File: src/rtl/alu_pkg.sv
// Shared definitions for the LEGv8 ALU opcode decoder: ALU mux select codes,
// the decoded control word, and the opcode encodings it recognises.
package alu_pkg;

  localparam logic [2:0] ALU_PASS_B = 3'b000;
  localparam logic [2:0] ALU_ADD    = 3'b010;
  localparam logic [2:0] ALU_SUB    = 3'b011;
  localparam logic [2:0] ALU_AND    = 3'b100;
  localparam logic [2:0] ALU_OR     = 3'b101;
  localparam logic [2:0] ALU_XOR    = 3'b110;

  typedef struct packed {
    logic [2:0] cntrl;
    logic       set_flags;
    logic       use_imm;
    logic       illegal;
  } dec_word_t;

  localparam logic [10:0] OP_ADD  = 11'b10001011000;
  localparam logic [10:0] OP_ADDS = 11'b10101011000;
  localparam logic [10:0] OP_SUB  = 11'b11001011000;
  localparam logic [10:0] OP_SUBS = 11'b11101011000;
  localparam logic [10:0] OP_AND  = 11'b10001010000;
  localparam logic [10:0] OP_ORR  = 11'b10101010000;
  localparam logic [10:0] OP_EOR  = 11'b11001010000;
  localparam logic [10:0] OP_LDUR = 11'b11111000010;
  localparam logic [10:0] OP_STUR = 11'b11111000000;

  // Wildcard encodings are stored as their fixed leading bits only.
  localparam logic [9:0] OP_ADDI_PFX = 10'b1001000100;
  localparam logic [9:0] OP_SUBI_PFX = 10'b1101000100;
  localparam logic [7:0] OP_CBZ_PFX  = 8'b10110100;
  localparam logic [5:0] OP_B_PFX    = 6'b000101;

  function automatic dec_word_t mk_word(input logic [2:0] c, input logic sf,
                                        input logic imm, input logic ill);
    dec_word_t w;
    w.cntrl     = c;
    w.set_flags = sf;
    w.use_imm   = imm;
    w.illegal   = ill;
    return w;
  endfunction

endpackage

File: src/rtl/skid_buf.sv
// Two-entry valid/ready skid buffer: registered main output plus one spill
// entry, so in_ready depends only on local state and never on out_ready.
module skid_buf #(
  parameter int DATA_W = 6
) (
  input  logic              clk,
  input  logic              rst,
  input  logic              in_valid,
  output logic              in_ready,
  input  logic [DATA_W-1:0] in_data,
  output logic              out_valid,
  input  logic              out_ready,
  output logic [DATA_W-1:0] out_data
);

  logic              vld_p1;
  logic              spill_vld_p1;
  logic [DATA_W-1:0] data_p1;
  logic [DATA_W-1:0] spill_data_p1;
  logic              accept;
  logic              main_free;

  assign in_ready  = !spill_vld_p1;
  assign accept    = in_valid && in_ready;
  assign main_free = !vld_p1 || out_ready;

  // Stage p1: main register and spill entry
  always_ff @(posedge clk) begin
    if (rst) begin
      vld_p1       <= 1'b0;
      spill_vld_p1 <= 1'b0;
    end else if (main_free) begin
      if (spill_vld_p1) begin
        vld_p1       <= 1'b1;
        spill_vld_p1 <= 1'b0;
      end else begin
        vld_p1 <= accept;
      end
    end else if (accept) begin
      spill_vld_p1 <= 1'b1;
    end
  end

  // The main payload is cleared on reset so the outputs read as a PASS_B no-op.
  always_ff @(posedge clk) begin
    if (rst) begin
      data_p1 <= '0;
    end else if (main_free) begin
      if (spill_vld_p1) begin
        data_p1 <= spill_data_p1;
      end else if (accept) begin
        data_p1 <= in_data;
      end
    end
  end

  always_ff @(posedge clk) begin
    if (!main_free && accept) begin
      spill_data_p1 <= in_data;
    end
  end

  assign out_valid = vld_p1;
  assign out_data  = data_p1;

endmodule

File: src/rtl/alu_op_decoder.sv
// Streaming LEGv8 opcode -> ALU control decoder with one-cycle registered
// latency, skid-buffered handshake and a saturating illegal-opcode counter.
module alu_op_decoder
  import alu_pkg::*;
#(
  parameter int CNT_W = 8
) (
  input  logic             clk,
  input  logic             reset,
  input  logic             in_valid,
  output logic             in_ready,
  input  logic [10:0]      opcode,
  output logic             out_valid,
  input  logic             out_ready,
  output logic [2:0]       alu_cntrl,
  output logic             set_flags,
  output logic             use_imm,
  output logic             illegal,
  output logic [CNT_W-1:0] illegal_cnt
);

  localparam int WORD_W = $bits(dec_word_t);

  dec_word_t         dec_p0;
  dec_word_t         word_p1;
  logic [WORD_W-1:0] dec_bits_p0;
  logic [WORD_W-1:0] word_bits_p1;
  logic [CNT_W-1:0]  cnt_p1;

  function automatic logic [CNT_W-1:0] sat_inc(input logic [CNT_W-1:0] v);
    return (&v) ? v : v + CNT_W'(1);
  endfunction

  // Stage p0: decode, exact encodings take priority over wildcard prefixes
  always_comb begin
    dec_p0 = mk_word(ALU_PASS_B, 1'b0, 1'b0, 1'b1);
    case (opcode)
      OP_ADD:  dec_p0 = mk_word(ALU_ADD, 1'b0, 1'b0, 1'b0);
      OP_ADDS: dec_p0 = mk_word(ALU_ADD, 1'b1, 1'b0, 1'b0);
      OP_SUB:  dec_p0 = mk_word(ALU_SUB, 1'b0, 1'b0, 1'b0);
      OP_SUBS: dec_p0 = mk_word(ALU_SUB, 1'b1, 1'b0, 1'b0);
      OP_AND:  dec_p0 = mk_word(ALU_AND, 1'b0, 1'b0, 1'b0);
      OP_ORR:  dec_p0 = mk_word(ALU_OR,  1'b0, 1'b0, 1'b0);
      OP_EOR:  dec_p0 = mk_word(ALU_XOR, 1'b0, 1'b0, 1'b0);
      OP_LDUR: dec_p0 = mk_word(ALU_ADD, 1'b0, 1'b1, 1'b0);
      OP_STUR: dec_p0 = mk_word(ALU_ADD, 1'b0, 1'b1, 1'b0);
      default: begin
        if (opcode[10:1] == OP_ADDI_PFX) begin
          dec_p0 = mk_word(ALU_ADD, 1'b0, 1'b1, 1'b0);
        end else if (opcode[10:1] == OP_SUBI_PFX) begin
          dec_p0 = mk_word(ALU_SUB, 1'b0, 1'b1, 1'b0);
        end else if (opcode[10:3] == OP_CBZ_PFX) begin
          dec_p0 = mk_word(ALU_PASS_B, 1'b0, 1'b0, 1'b0);
        end else if (opcode[10:5] == OP_B_PFX) begin
          dec_p0 = mk_word(ALU_PASS_B, 1'b0, 1'b0, 1'b0);
        end
      end
    endcase
  end

  assign dec_bits_p0 = dec_p0;

  skid_buf #(
    .DATA_W (WORD_W)
  ) u_skid (
    .clk       (clk),
    .rst       (reset),
    .in_valid  (in_valid),
    .in_ready  (in_ready),
    .in_data   (dec_bits_p0),
    .out_valid (out_valid),
    .out_ready (out_ready),
    .out_data  (word_bits_p1)
  );

  // Stage p1: counted at acceptance so stalled illegal words are not missed
  always_ff @(posedge clk) begin
    if (reset) begin
      cnt_p1 <= '0;
    end else if (in_valid && in_ready && dec_p0.illegal) begin
      cnt_p1 <= sat_inc(cnt_p1);
    end
  end

  assign word_p1     = dec_word_t'(word_bits_p1);
  assign alu_cntrl   = word_p1.cntrl;
  assign set_flags   = word_p1.set_flags;
  assign use_imm     = word_p1.use_imm;
  assign illegal     = word_p1.illegal;
  assign illegal_cnt = cnt_p1;

endmodule

File: config.mk
export PLATFORM = sky130hd
export DESIGN_NAME = alu_op_decoder
export DESIGN_NICKNAME = d
export VERILOG_FILES = /design/src/rtl/alu_pkg.sv /design/src/rtl/skid_buf.sv /design/src/rtl/alu_op_decoder.sv
export SDC_FILE = /design/constraint.sdc
export NUM_CORES = 1
export LEC_CHECK = 0
export ABC_AREA = 1
export CAP_MARGIN = 40
export CORE_ASPECT_RATIO = 0.75
export CORE_MARGIN = 2
export CORE_UTILIZATION = 40
export CTS_BUF_LIST = sky130_fd_sc_hd__clkbuf_8
export CTS_CLUSTER_SIZE = 28
export DETAILED_ROUTE_END_ITERATION = 6
export DONT_BUFFER_PORTS = 1
export GPL_TIMING_DRIVEN = 1
export PLACE_DENSITY = 0.64
export SLEW_MARGIN = 10
export SYNTH_ARGS = -nofsm -noshare
export SYNTH_HDL_FRONTEND = slang
export SYNTH_SLANG_ARGS = --single-unit
File: constraint.sdc
create_clock -name clk -period 2.3 [get_ports clk]
set_input_delay 0.23 -clock clk [delete_from_list [all_inputs] [get_ports clk]]
set_output_delay 0.23 -clock clk [all_outputs]
set_load 0.02 [all_outputs]
==> impl_metrics.tcl, run 1 <==
set metrics [dict create \
    status "completed" \
    synth_top_cell_by_area "dfxtp_1" \
    initial_utilization_pct 43.1 \
    core_sq_mm 0.00302 \
    antenna_cells 0 \
    post-route-drc-count 0 \
    yosys.cell_types.count 24 \
    area_growth_pct 8.56 \
    grt_pass1_wl_microns 4600 \
    worstPathMaxFanout 11 \
    critPathBufInv 1 \
    grtUsageTotal_pct 15.7 \
    clock_tree.root_cell "clkbuf_8" \
    r2r_cells 7 \
    clock-sinks 22 \
    relSlewSlack_pct 68.3 \
    r2r-start "u_skid.spill_vld_p1" \
    fin_tns_setup_ps 0 \
    mostFrequentLayoutCell "nand2_1" \
    post-route-period-util_pct 73.4 \
    num_vias 1178 \
    r2r-end "illegal_cnt[1]" \
    place_area_sq_mm 0.00134 \
    final_antenna_net_count 0 \
    holdPathStages 1 \
    h-tree-depth 1 \
    synth_top_area_share_pct 24.6 \
    syn_avg_cell_area_sq_um 7.11 \
    crit_chain "inv_1 > nand2_1 > nor2_2 > nand3_4 > nand2_1 > nand2_1 > nor2_1" \
    grt_pass1_vias 1128 \
    routed_wl_microns 2820 \
    cp_top_family "simple AND/OR/NAND/NOR gates" \
    worstSetupPathType "flip-flop to flip-flop" \
    worstMarginPinSlew_ps 475 \
    fp-row-count 17 \
    synth.area.top_cells "dfxtp_1, edfxtp_1, nand2_1" \
    gr-total-overflow 0 \
    setup_violations 0 \
    drive_above_1_share_pct 9.73 \
    ys_ff_latch 22 \
    crit_slowest_cell "inv_1" \
    io_buffers 0 \
    clk_path_buf_depth 2 \
    fin_skew_ps 4.36 \
    crit_arrival_ps 1890 \
    layout_common_cells "nand2_1, nor2_1, inv_1, a21oi_1, dfxtp_1" \
    clk_pin_slew_ps 80 \
    die-width_microns 69.9 \
    gp_congestion 0.835 \
    fin_nets 202 \
    wl_per_cell_microns 12.7 \
    maxSlewViolCount 0 \
    drtIter0Drc 37 \
    cts_tree "yes" \
    yosysWarnings 0 \
    critPathMaxStageDelay_ps 380 \
    rsz0062_at_grt "false" \
    holdPathEnd "u_skid.out_data[2]" \
    synth_fp_nets 199 \
    timing.final.crit_period_ps 1690 \
    p_leak_nw 0.611 \
    fin_area_sq_mm 0.00141 \
    ys_seq_area_share_pct 38.5 \
    dieHeight_microns 53.4 \
    postCtsSetupRepairBufs 0 \
    final_core_util_pct 46.8 \
    cts_buffers 3 \
    clkLatencyLatePin_ps 260 \
    synthesis.area_sq_mm 0.00130 \
    drv_cap 0 \
    start_kind "flip-flop" \
    viasPerCell 5.28 \
    worst_setup_path_end_kind "flip-flop" \
    antenna_found_initial 0 \
    max_freq_ghz 0.592 \
    hold_start "reset" \
    netlist_instances 183 \
    top_level_ports 31 \
    postCtsResizedCells 0 \
    ctsHoldBuffers 0 \
    cpMostUsedCell "nand2_1" \
    hpwl_microns 2190 \
    dr.pass1.iters 4 \
    hold_viol_final 0 \
    powerDensity_mw_per_mm2 605 \
    vdd_drop_max_mv 0.376 \
    die_area_sq_mm 0.00373 \
    grt_max_degree 15 \
    reg2reg_slack_ps 610 \
    required_ps 2500 \
    hold_class "input pin to flip-flop" \
]
[logic make-up after synthesis]
logic type                 after synthesis  share of synthesized area, %
and+or+nand+nor                        105                          40.5
buffers and inverters                   28                          8.08
AOI/OAI and AO/OA                       22                          8.65
DFF                                     22                          38.5
xor gates and xnor gates                 5                          3.37
adders and majority gates                1                         0.961
[report_power, final]
| part | leakage, nW | internal (W) | switching, W | total (W) |
|---|---|---|---|---|
| sequential | 0.178 | 0.000409 | 0.0000205 | 0.000429 |
| clock | 0.0357 | 0.000232 | 0.000126 | 0.000359 |
| combinational | 0.397 | 0.0000221 | 0.0000456 | 0.0000677 |
[worst reg2reg max path: stages (launching register included)]
cell and delay (ps):
dfxtp_1 360, inv_1 380, nand2_1 170, nor2_2 340, nand3_4 170, nand2_1 90, nand2_1 50, nor2_1 70
[worst max path at each step]
| stage | endpoint | start | cells past startpoint |
|---|---|---|---|
| 4_1_cts | illegal_cnt[0] | u_skid.spill_vld_p1 | 7 |
| 3_3_place_gp | illegal_cnt[1] | u_skid.spill_vld_p1 | 6 |
| 3_5_place_dp | u_skid.spill_data_p1[4] | u_skid.spill_vld_p1 | 3 |
| 2_1_floorplan | illegal_cnt[3] | illegal_cnt[0] | 7 |
| 5_1_grt | illegal_cnt[0] | u_skid.spill_vld_p1 | 7 |
| 6_report | illegal_cnt[1] | u_skid.spill_vld_p1 | 7 |
[synth_stat cells]
cell type	instances
nand2_1	40
nor2_1	28
inv_1	25
a21oi_1	16
dfxtp_1	16
nand3_1	11
nand4_1	10
edfxtp_1	6
o21ai_0	5
nand3_2	3
nor2_4	3
xnor2_1	3
clkbuf_1	2
nand2_2	2
nor2_2	2
nor3_1	2
xor2_1	2
ha_1	1
inv_2	1
nand2_4	1
nand3_4	1
nor2_8	1
nor4_1	1
o211ai_1	1
[state kept, by name, summed over array words and instances (netlist names)]
signal / cells
illegal_cnt: 8
u_skid.out_data: 6
u_skid.out_valid: 1
u_skid.spill_data_p1: 6
u_skid.spill_vld_p1: 1
[stage by stage]
step                worst slack (ps)  instances  hold WS [ps]  power [W]
global route                     484        223          6.68   0.000893
detailed placement               663        219           303   0.000506
finish                           611        223          23.9   0.000855
floorplan                        869        183           299   0.000494
global placement                 714        219           301   0.000502
CTS                              638        223          17.4   0.000863
[area by class of cell]
type / count / area, sq um
inverter: 26 / 97.6
clock inverter: 1 / 30.0
fill: 300 / 1610
sequential: 22 / 500
clock buffer: 3 / 41.3
tap: 38 / 47.5
multi-input combinational: 133 / 696
[layer usage]
layer	vias to the layer above	track usage, %	share of wire (%)
li1	603	-	-
met2	31	29.4	49
met5	-	0	0
met3	0	5.71	6.4
met4	0	2.56	0
met1	544	17.6	44
Power figures use the tool's default switching activity.
==> inputs of run 2 (changes only) <==
Clock period 2.3 ns to 1.6 ns, I/O delays scaled along.
==> impl_metrics.tcl, run 2 (synthesized netlist as in run 1, its figures left out) <==
set metrics [dict create \
    hpwl_microns 2240 \
    m1WireLength_microns 1320 \
    seq_power_share_pct 48.0 \
    maxSlewViolCount 0 \
    die_area_sq_mm 0.00373 \
    fp-row-count 17 \
    rsz0062_at_grt "false" \
    worst_slack_ps 132 \
    layout_common_cells "nand2_1, nor2_1, inv_1, a21oi_1, dfxtp_1" \
    drv_cap 0 \
    internal-power_w 0.000967 \
    die-width_microns 69.9 \
    worstSetupPathType "flip-flop to flip-flop" \
    wl_per_cell_microns 12.3 \
    initial_utilization_pct 43.1 \
    p_sw_w 0.000292 \
    grtUsageTotal_pct 16.9 \
    viasPerCell 5.09 \
    gr-total-overflow 0 \
    fin_skew_ps 1.54 \
    dr.pass1.iters 4 \
    wl_met3_microns 200 \
    sw_frac_of_total_pct 23.2 \
    dp_slack_ps 169 \
    powerDensity_mw_per_mm2 828 \
    final_antenna_net_count 0 \
    clock-sinks 22 \
    antenna_cells 0 \
    timing.hold.ws_ps 89.3 \
    grt_max_degree 14 \
    pwr-share-comb_pct 10.4 \
    nFillCells 302 \
    regArea_sq_um 500 \
    cts_buffers 3 \
    io_buffers 0 \
    wl_met2_microns 1390 \
    vdd_drop_max_mv 0.562 \
    cts_tree "yes" \
    postCtsResizedCells 0 \
    routed_wl_microns 2920 \
    num_vias 1207 \
    top_level_ports 31 \
    p_leak_nw 0.683 \
    r2r_cells 7 \
    h-tree-depth 1 \
    area_growth_pct 16.8 \
    timing.final.crit_period_ps 1470 \
    clock_tree.root_cell "clkbuf_8" \
    clk_pin_slew_ps 80 \
    antenna_found_initial 0 \
    hold_class "input pin to flip-flop" \
    hold_viol_final 0 \
    dieHeight_microns 53.4 \
    hold_start "reset" \
    status "completed" \
    worst_setup_path_end_kind "flip-flop" \
    setup_violations 0 \
    drtIter0Drc 61 \
    multi_input_area_sq_um 696 \
    relSlewSlack_pct 65.4 \
    r2r-start "illegal_cnt[0]" \
    fin_nets 216 \
    post-route-period-util_pct 91.7 \
    clk_path_buf_depth 2 \
    mostFrequentLayoutCell "nand2_1" \
    start_kind "flip-flop" \
    crit_arrival_ps 1600 \
    routed.top_layer "met4" \
    holdPathEnd "illegal_cnt[1]" \
    largest_reg_flops 8 \
    grt_pass1_vias 1138 \
    required_ps 1730 \
    holdPathStages 3 \
    core_sq_mm 0.00302 \
    worstMarginPinSlew_ps 517 \
    reg2reg_slack_ps 130 \
    post-route-drc-count 0 \
    fin_tns_setup_ps 0 \
    worstPathMaxFanout 9 \
    drive_above_1_share_pct 15.6 \
    clkLatencyLatePin_ps 270 \
    grt_pass1_wl_microns 4930 \
    finalPower_w 0.00126 \
    max_freq_ghz 0.681 \
    r2r-end "illegal_cnt[5]" \
    p_clk_share_pct 41.6 \
    gp_congestion 0.815 \
]
==> run 2: how the worst max path moves through the flow <==
stage	start	end	cells past startpoint
final	illegal_cnt[0]	illegal_cnt[5]	7
after global routing	illegal_cnt[0]	illegal_cnt[5]	7
after CTS	illegal_cnt[0]	illegal_cnt[5]	7
after detailed placement	illegal_cnt[0]	illegal_cnt[0]	8
after global placement	illegal_cnt[0]	illegal_cnt[0]	8
after floorplan	illegal_cnt[0]	illegal_cnt[3]	7
==> run 2: area by class of cell <==
type / count / share of cell area (%)
multi-input cells: 133 / 45.8
flip-flops and latches: 22 / 32.9
repair buffers: 14 / 7.08
inverters: 26 / 6.42
well taps: 38 / 3.13
clock buffers: 3 / 2.72
clock inverters: 1 / 1.98
==> run 2: what timing repair did <==
action / 4_1_cts / 5_1_grt
hold buffers: 1 / 0
endpoints found under the hold margin: 13 / 0
setup buffers: 0 / 0
==> run 2: per-layer routing <==
metal / track usage [%] / vias to the layer above
li1: - / 626
met2: 30.2 / 37
met5: 0 / -
met1: 19.3 / 542
met4: 3.85 / 0
met3: 6.67 / 2
==> run 2: stage by stage <==
| stage | cells | cell area, sq um | utilization [%] |
|---|---|---|---|
| final | 237 | 1520 | 50.3 |
| after global placement | 232 | 1440 | 47.6 |
| after detailed placement | 232 | 1440 | 47.6 |
| after global routing | 237 | 1520 | 50.3 |
| after floorplan | 183 | 1300 | - |
| after CTS | 237 | 1520 | 50.3 |
==> run 2: worst max-delay path, cell delays in order, from the launching register on <==
cell and delay [ps]:
dfxtp_1 320, ha_1 230, nand2_1 110, nor2_1 60, nor2_2 280, nand3_4 170
nand2_1 90, a21oi_1 60
==> run 2: power by group through the flow <==
| stage | Clock, W | Sequential [W] | Combinational (W) |
|---|---|---|---|
| final | 0.000524 | 0.000604 | 0.000131 |
| after global routing | 0.000551 | 0.000607 | 0.000148 |
| after CTS | 0.000534 | 0.000604 | 0.000131 |
| after detailed placement | 0 | 0.000617 | 0.000123 |
| after global placement | 0 | 0.000616 | 0.000122 |
| after floorplan | 0 | 0.000626 | 0.0000836 |
